### src/rtl/serial_operand_feeder.sv
// Parallel-to-serial operand feeder for the bit-serial adder: captures {a, b, cin}, clears the adder, then streams LSB-first.
// Optional FEEDER_PRELOAD_EN adds a one-entry holding buffer so words can run back-to-back.
module serial_operand_feeder #(
  parameter int WIDTH = 4
) (
  input  logic             clk,
  input  logic             rst,
  input  logic             in_valid,
  output logic             in_ready,
  input  logic [WIDTH-1:0] in_a,
  input  logic [WIDTH-1:0] in_b,
  input  logic             in_cin,
  output logic             adder_clr,
  output logic             ser_a,
  output logic             ser_b,
  output logic             ser_cin,
  output logic             ser_first,
  output logic             ser_last,
  output logic             busy,
  output logic             done
);

  localparam int CNT_W = $clog2(WIDTH);
  localparam logic [CNT_W-1:0] CNT_LAST = CNT_W'(WIDTH - 1);

  typedef enum logic [1:0] {
    ST_IDLE  = 2'd0,
    ST_CLEAR = 2'd1,
    ST_SHIFT = 2'd2
  } state_t;

  state_t             state_q, state_d;
  logic [WIDTH-1:0]   a_sh_q, a_sh_d;
  logic [WIDTH-1:0]   b_sh_q, b_sh_d;
  logic               cin_q, cin_d;
  logic [CNT_W-1:0]   cnt_q, cnt_d;
  logic               done_q, done_d;
  logic               xfer;
  logic               last_bit;

`ifdef FEEDER_PRELOAD_EN
  logic [WIDTH-1:0]   buf_a_q, buf_a_d;
  logic [WIDTH-1:0]   buf_b_q, buf_b_d;
  logic               buf_cin_q, buf_cin_d;
  logic               buf_full_q, buf_full_d;

  assign in_ready = !buf_full_q;
`else
  assign in_ready = (state_q == ST_IDLE);
`endif

  assign xfer     = in_valid && in_ready;
  assign last_bit = (state_q == ST_SHIFT) && (cnt_q == CNT_LAST);

  always_comb begin
    state_d = state_q;
    a_sh_d  = a_sh_q;
    b_sh_d  = b_sh_q;
    cin_d   = cin_q;
    cnt_d   = cnt_q;
    done_d  = 1'b0;
`ifdef FEEDER_PRELOAD_EN
    buf_a_d    = buf_a_q;
    buf_b_d    = buf_b_q;
    buf_cin_d  = buf_cin_q;
    buf_full_d = buf_full_q;
`endif

    unique case (state_q)
      ST_IDLE: begin
        if (xfer) begin
          a_sh_d  = in_a;
          b_sh_d  = in_b;
          cin_d   = in_cin;
          cnt_d   = '0;
          state_d = ST_CLEAR;
        end
      end

      ST_CLEAR: begin
        cnt_d   = '0;
        state_d = ST_SHIFT;
      end

      ST_SHIFT: begin
        if (cnt_q == CNT_LAST) begin
          // The final bit is not shifted out, so ser_a/ser_b keep showing it while idle.
          done_d  = 1'b1;
          state_d = ST_IDLE;
`ifdef FEEDER_PRELOAD_EN
          if (buf_full_q) begin
            a_sh_d     = buf_a_q;
            b_sh_d     = buf_b_q;
            cin_d      = buf_cin_q;
            cnt_d      = '0;
            buf_full_d = 1'b0;
            state_d    = ST_CLEAR;
          end else if (xfer) begin
            a_sh_d  = in_a;
            b_sh_d  = in_b;
            cin_d   = in_cin;
            cnt_d   = '0;
            state_d = ST_CLEAR;
          end
`endif
        end else begin
          a_sh_d = {1'b0, a_sh_q[WIDTH-1:1]};
          b_sh_d = {1'b0, b_sh_q[WIDTH-1:1]};
          cnt_d  = cnt_q + CNT_W'(1);
        end
      end

      default: begin
        state_d = ST_IDLE;
      end
    endcase

`ifdef FEEDER_PRELOAD_EN
    // Words accepted while a word is in flight park in the buffer; the last cycle takes them directly.
    if (xfer && (state_q != ST_IDLE) && !last_bit) begin
      buf_a_d    = in_a;
      buf_b_d    = in_b;
      buf_cin_d  = in_cin;
      buf_full_d = 1'b1;
    end
`endif
  end

  always_ff @(posedge clk) begin
    if (rst) begin
      state_q <= ST_IDLE;
      a_sh_q  <= '0;
      b_sh_q  <= '0;
      cin_q   <= 1'b0;
      cnt_q   <= '0;
      done_q  <= 1'b0;
    end else begin
      state_q <= state_d;
      a_sh_q  <= a_sh_d;
      b_sh_q  <= b_sh_d;
      cin_q   <= cin_d;
      cnt_q   <= cnt_d;
      done_q  <= done_d;
    end
  end

`ifdef FEEDER_PRELOAD_EN
  always_ff @(posedge clk) begin
    if (rst) begin
      buf_a_q    <= '0;
      buf_b_q    <= '0;
      buf_cin_q  <= 1'b0;
      buf_full_q <= 1'b0;
    end else begin
      buf_a_q    <= buf_a_d;
      buf_b_q    <= buf_b_d;
      buf_cin_q  <= buf_cin_d;
      buf_full_q <= buf_full_d;
    end
  end
`endif

  assign adder_clr = (state_q == ST_CLEAR);
  assign ser_a     = a_sh_q[0];
  assign ser_b     = b_sh_q[0];
  assign ser_cin   = cin_q;
  assign ser_first = (state_q == ST_SHIFT) && (cnt_q == '0);
  assign ser_last  = last_bit;
  assign busy      = (state_q != ST_IDLE);
  assign done      = done_q;

endmodule

### config.mk
export PLATFORM = sky130hd
export DESIGN_NAME = serial_operand_feeder
export DESIGN_NICKNAME = d
export VERILOG_FILES = /design/src/rtl/serial_operand_feeder.sv
export SDC_FILE = /design/constraint.sdc
export NUM_CORES = 1
export LEC_CHECK = 0
export BUFFER_PORTS_ARGS = -buffer_cell sky130_fd_sc_hd__buf_2
export CAP_MARGIN = 20
export CORE_MARGIN = 3
export CORE_UTILIZATION = 48
export CTS_CLUSTER_SIZE = 30
export DETAILED_ROUTE_END_ITERATION = 12
export PLACE_DENSITY = 0.75
export SKIP_LAST_GASP = 1
export SYNTH_ARGS = -nofsm -noshare
export SYNTH_HDL_FRONTEND = slang
export SYNTH_SLANG_ARGS = --single-unit
### constraint.sdc
create_clock -name clk -period 2.1 [get_ports clk]
set_clock_uncertainty 0.15 [all_clocks]
set_input_delay 0.315 -clock clk [delete_from_list [all_inputs] [get_ports clk]]
set_output_delay 0.315 -clock clk [all_outputs]
set_load 0.02 [all_outputs]
==> flow_summary.ini, run 1 <==
[status]
outcome = finished clean

[synth]
synth_fp_nets = 97
ys_ff_latch = 14
async_flop_share = 0
synth_enable_flop_cells = 0
yosys_warnings = 0
ys_top_cells_by_count = nor2_1, dfxtp_1, inv_1
synthMostInstantiatedCell = nor2_1
syn_area_um2 = 703.2
seq_area_frac_synth = 0.3986
synthFlopType = dfxtp_1
ys_top_cells_by_area = dfxtp_1, nor2_1, inv_1
yosysTopAreaCell = dfxtp_1
syn-instance-count = 83
synth.distinct_cells = 26
synth_area_per_cell_um2 = 8.472
synth_top_area_frac = 0.3986

[clocking]
path_clk_slew_ps = 80
clock_sinks = 14
cts_max_level = 1
insertion_delay_ps = 280
cts_resized = 0
cts_tree = yes
cts_root_buf = clkbuf_4
clk_path_buf_depth = 2
postCtsSetupBuffers = 0
cts_made_buffers = 3
ctsHoldBuffers = 0

[worst_setup_path]
cp-endpoint = ser_last
path_buf_inv = 1
r2r_end = b_sh_q[1]
cp_top_family = flip-flops
worstSetupEndpointType = output pin
startpoint_type = flip-flop
cp_data_arrival_time_ps = 1320
cp_slowest_stage_delay_ps = 530
regToRegStartpoint = cnt_q[0]
crit_slowest_cell = dfxtp_1
path_depth = 3
r2r_cells = 4
required_ps = 1630
criticalPathCategory = flip-flop to output pin
critPathMaxFanout = 11
r2r_slack_ps = 470
startpoint = state_q[1]
path_cells = nor2b_1 > and2_1 > buf_2

[worst_hold_path]
whs_path_depth = 3
hold_class = input pin to flip-flop

[global_routing]
grt_max_degree = 15
grt_first_pass_wirelength_um = 2318
grt_pass1_vias = 539
antenna_found_initial = 0
grt-ovfl-total = 0
grt_usage = 0.1605

[flow_run]
drv_cap = 0

[timing]
finalSetupTns_ps = 0
rsz0062_at_grt = no
maxSlewHeadroom = 0.7738
post-route-min-period_ps = 1781
setup_ws_ps = 319.3
setup_viol = 0
fmax_mhz = 561.6
fin_crit_sh = 0.8480
whs_ps = 142.3
slew_violations = 0
worst-slew-pin-transition_ps = 338.8
hold_viol = 0

[placement]
gp_congestion = 0.7656
dp_worst_setup_slack_ps = 478.1
dp_hpwl_um = 1041
io_buffers = 20

[pwr]
power.leakage_uw = 0.0003735
total_power_uw = 572.9
vdd_drop_max_mv = 0.4490
powerDensity_nw_per_um2 = 705.5

[route]
vias = 613
first_pass_iters = 4
drc = 0
detail_route.wl_per_cell_um = 11.83
wl_um = 1372
drtAntennaViolNets = 0
vias_per_cell = 5.284
drtIter0Drc = 10

[finish]
areaGrowthSynthToFinish_pct = 15.48
diodes = 0
drive_above_1_share = 0.2772
multiInputGateArea_um2 = 349.1
n_fill_cell = 130
post-route-util = 0.6088
layout.nets = 117
register_area_um2 = 280.3

[die]
row_count = 13
io_pins = 21
start_util = 0.5272
core_um2 = 1334
die_w_um = 44.28
dieArea_um2 = 1960
die_h_um = 44.28
-- power breakdown --
group          leakage [uW]  switching [uW]  internal, uW
registers          0.000115            17.4           287
clock network     0.0000138            83.9          66.5
logic              0.000245            69.3          49.1
-- placed cells by master (no fill, tap or decap) --
cell type,n
a31oi_1,1
nor2b_2,1
clkbuf_4,3
o21a_1,1
nor2b_1,2
and2_1,2
nor4b_1,1
nand3_1,3
buf_2,20
a2111oi_1,4
a221oi_1,1
inv_1,11
nand2_1,4
ha_1,2
a21o_1,1
nand2b_1,1
nor2_1,17
and2b_4,1
o21ai_4,1
a2111oi_2,2
a32oi_1,2
a21oi_1,4
dfxtp_1,14
or3b_1,2
-- state kept, by name, indices dropped and copies added, names as in the netlist --
signal and count:
done 1, ser_cin 1, cnt_q 2, b_sh_q 4, state_q 2, a_sh_q 4
-- layer usage --
layer,up-vias,routed length (um),global-route usage
li1,315,-,-
met2,18,621,0.2384
met3,4,91,0.02439
met5,-,0,0
met1,276,637,0.2130
met4,0,22,0.1084
-- stage by stage --
stage | instances | cell area, um2
global route | 116 | 812.0
detailed placement | 113 | 789.5
CTS | 116 | 812.0
finish | 116 | 812.0
global placement | 113 | 789.5
floorplan | 83 | 703.2
-- cell type report --
| class | instances | share of cell area |
|---|---|---|
| clock buffer | 3 | 0.02773 |
| inverter | 11 | 0.05085 |
| multi-input combinational | 53 | 0.4299 |
| sequential | 14 | 0.3451 |
| tap | 15 | 0.02311 |
| timing repair buffer | 20 | 0.1233 |
-- worst min path at each step --
stage / startpoint / end / slack, ps
final: in_cin / ser_cin / 140
after floorplan: rst / a_sh_q[2] / 230
after CTS: in_cin / ser_cin / 150
after detailed placement: ser_cin / ser_cin / 300
after global placement: ser_cin / ser_cin / 290
after global routing: in_cin / ser_cin / 180
-- cell families after synthesis --
group | Yosys count | synth area share
DFF | 14 | 0.3986
and+or+nand+nor | 34 | 0.2420
buffers and inverters | 16 | 0.1050
AOI/OAI and AO/OA | 17 | 0.2189
adders and majority gates | 2 | 0.03558
-- worst register-to-register path, delay by kind of cell, from the launching register on --
family	cells	cell delay (ps)
AOI/OAI and AO/OA	2	490
DFF	1	350
adders and majority gates	1	250
and+or+nand+nor	1	290
Power figures use the tool's default switching activity.
==> run 2, diff against run 1 <==
==> constraint.sdc (replaced) <==
create_clock -name clk -period 1.7 [get_ports clk]
set_clock_uncertainty 0.15 [all_clocks]
set_input_delay 0.255 -clock clk [delete_from_list [all_inputs] [get_ports clk]]
set_output_delay 0.255 -clock clk [all_outputs]
set_load 0.02 [all_outputs]
==> flow_summary.ini, run 2 (synthesized netlist as in run 1, its figures left out) <==
[timing]
worst-slew-pin-transition_ps = 317.1
setup_ws_ps = 86.54
rsz0062_at_grt = no
slew_violations = 0
post-route-min-period_ps = 1613
setup_viol = 0
fmax_mhz = 619.8
hold_viol = 0
finalSetupTns_ps = 0
fin_crit_sh = 0.9491
maxSlewHeadroom = 0.7886

[pwr]
swShare = 0.3044
vdd_drop_max_mv = 0.5726
power.internal_uw = 501.6
total_power_uw = 721.1
pwr-share-seq = 0.521
power_switching_uw = 219.5
power_frac_comb = 0.216
clkPwrFrac = 0.263
powerDensity_nw_per_um2 = 868.0
power.leakage_uw = 0.0003741

[global_routing]
grt_first_pass_wirelength_um = 2249
grt_max_degree = 15
grt_usage = 0.1553
grt-ovfl-total = 0
antenna_found_initial = 0
grt_pass1_vias = 539

[worst_hold_path]
hold_start = in_cin
whs_path_depth = 3
hold_class = input pin to flip-flop
whs_endpoint = ser_cin

[worst_setup_path]
r2r_slack_ps = 100
r2r_cells = 4
worstSetupEndpointType = output pin
cp_slowest_stage_delay_ps = 400
path_cells = ha_2 > and2_1 > buf_2
r2r_end = a_sh_q[0]
criticalPathCategory = flip-flop to output pin
cp_top_family = flip-flops
crit_slowest_cell = dfxtp_1
regToRegStartpoint = cnt_q[0]
path_buf_inv = 1
required_ps = 1290
critPathMaxFanout = 5
startpoint_type = flip-flop
cp_data_arrival_time_ps = 1210

[route]
wl_met1_um = 653
drtIter0Drc = 9
drc = 0
detail_route.wl_per_cell_um = 11.99
topRoutingLayerUsed = met4
dr_wl_met2_um = 609
vias = 615
vias_per_cell = 5.302
first_pass_iters = 4
met3WireLength_um = 93
wl_um = 1391
drtAntennaViolNets = 0

[die]
core_um2 = 1334
die_w_um = 44.28
io_pins = 21
dieArea_um2 = 1960
die_h_um = 44.28
start_util = 0.5272
row_count = 13

[clocking]
path_clk_slew_ps = 90
ctsHoldBuffers = 0
postCtsSetupBuffers = 0
cts_made_buffers = 3
clock_sinks = 14
clk_path_buf_depth = 2
cts_root_buf = clkbuf_4
cts_max_level = 1
cts_tree = yes
insertion_delay_ps = 280

[flow_run]
drv_cap = 0

[finish]
instances_no_fill = 116
layout.nets = 117
drive_above_1_share = 0.3267
diodes = 0
top_regs = a_sh_q x4, b_sh_q x4
mostFrequentLayoutCell = buf_2
n_fill_cell = 122
final_cell_mix = buf_2, nor2_1, dfxtp_1
areaGrowthSynthToFinish_pct = 18.15

[status]
outcome = finished clean

[placement]
dp_cells = 113
dp_hpwl_um = 1032
dp_worst_setup_slack_ps = 88.57
io_buffers = 20
gp_congestion = 0.7653
[run 2: final cells by class]
type	instances	area [um2]	area share
timing repair buffer	20	100.1	0.1205
multi-input combinational	53	366.6	0.4413
inverter	11	41.29	0.04970
tap	15	18.77	0.02259
clock buffer	3	22.52	0.02711
sequential	14	281.5	0.3389
[run 2: worst max-delay path by stage]
stage	slack, ps	startpoint	depth (start not counted)	to
after floorplan	200	cnt_q[0]	4	a_sh_q[0]
after global placement	140	cnt_q[0]	4	b_sh_q[1]
after detailed placement	90	cnt_q[0]	4	b_sh_q[1]
after CTS	70	cnt_q[0]	3	ser_last
after global routing	2	cnt_q[0]	3	ser_last
final	90	cnt_q[0]	3	ser_last
[run 2: power by group through the flow]
stage / logic (uW) / clock network [uW] / registers [uW]
5_1_grt: 170 / 204 / 379
3_3_place_gp: 145 / 0 / 381
6_report: 156 / 189 / 376
4_1_cts: 148 / 194 / 376
2_1_floorplan: 108 / 0 / 382
3_5_place_dp: 147 / 0 / 383
[run 2: per-layer routing]
metal	vias up	global-route usage
li1	314	-
met1	277	0.1975
met2	19	0.2326
met3	5	0.02846
met4	0	0.1145
met5	-	0
[run 2: what timing repair did]
action,CTS,global route
gates resized for setup,1,4
hold endpoints to repair,0,0
setup endpoints to repair,1,6
[run 2: through the flow]
stage            util  instance area, um2  hold slack [ps]
3_3_place_gp   0.5919               789.5            291.7
5_1_grt        0.6229               830.8            106.4
6_report       0.6229               830.8            84.91
4_1_cts        0.6098               813.3            77.49
3_5_place_dp   0.5919               789.5            298.1
2_1_floorplan       -               703.2            173.9
[run 2: tightest hold or removal path, cell delays in order]
cell and delay, ps:
buf_2 100, nand3_1 60, a21oi_1 50
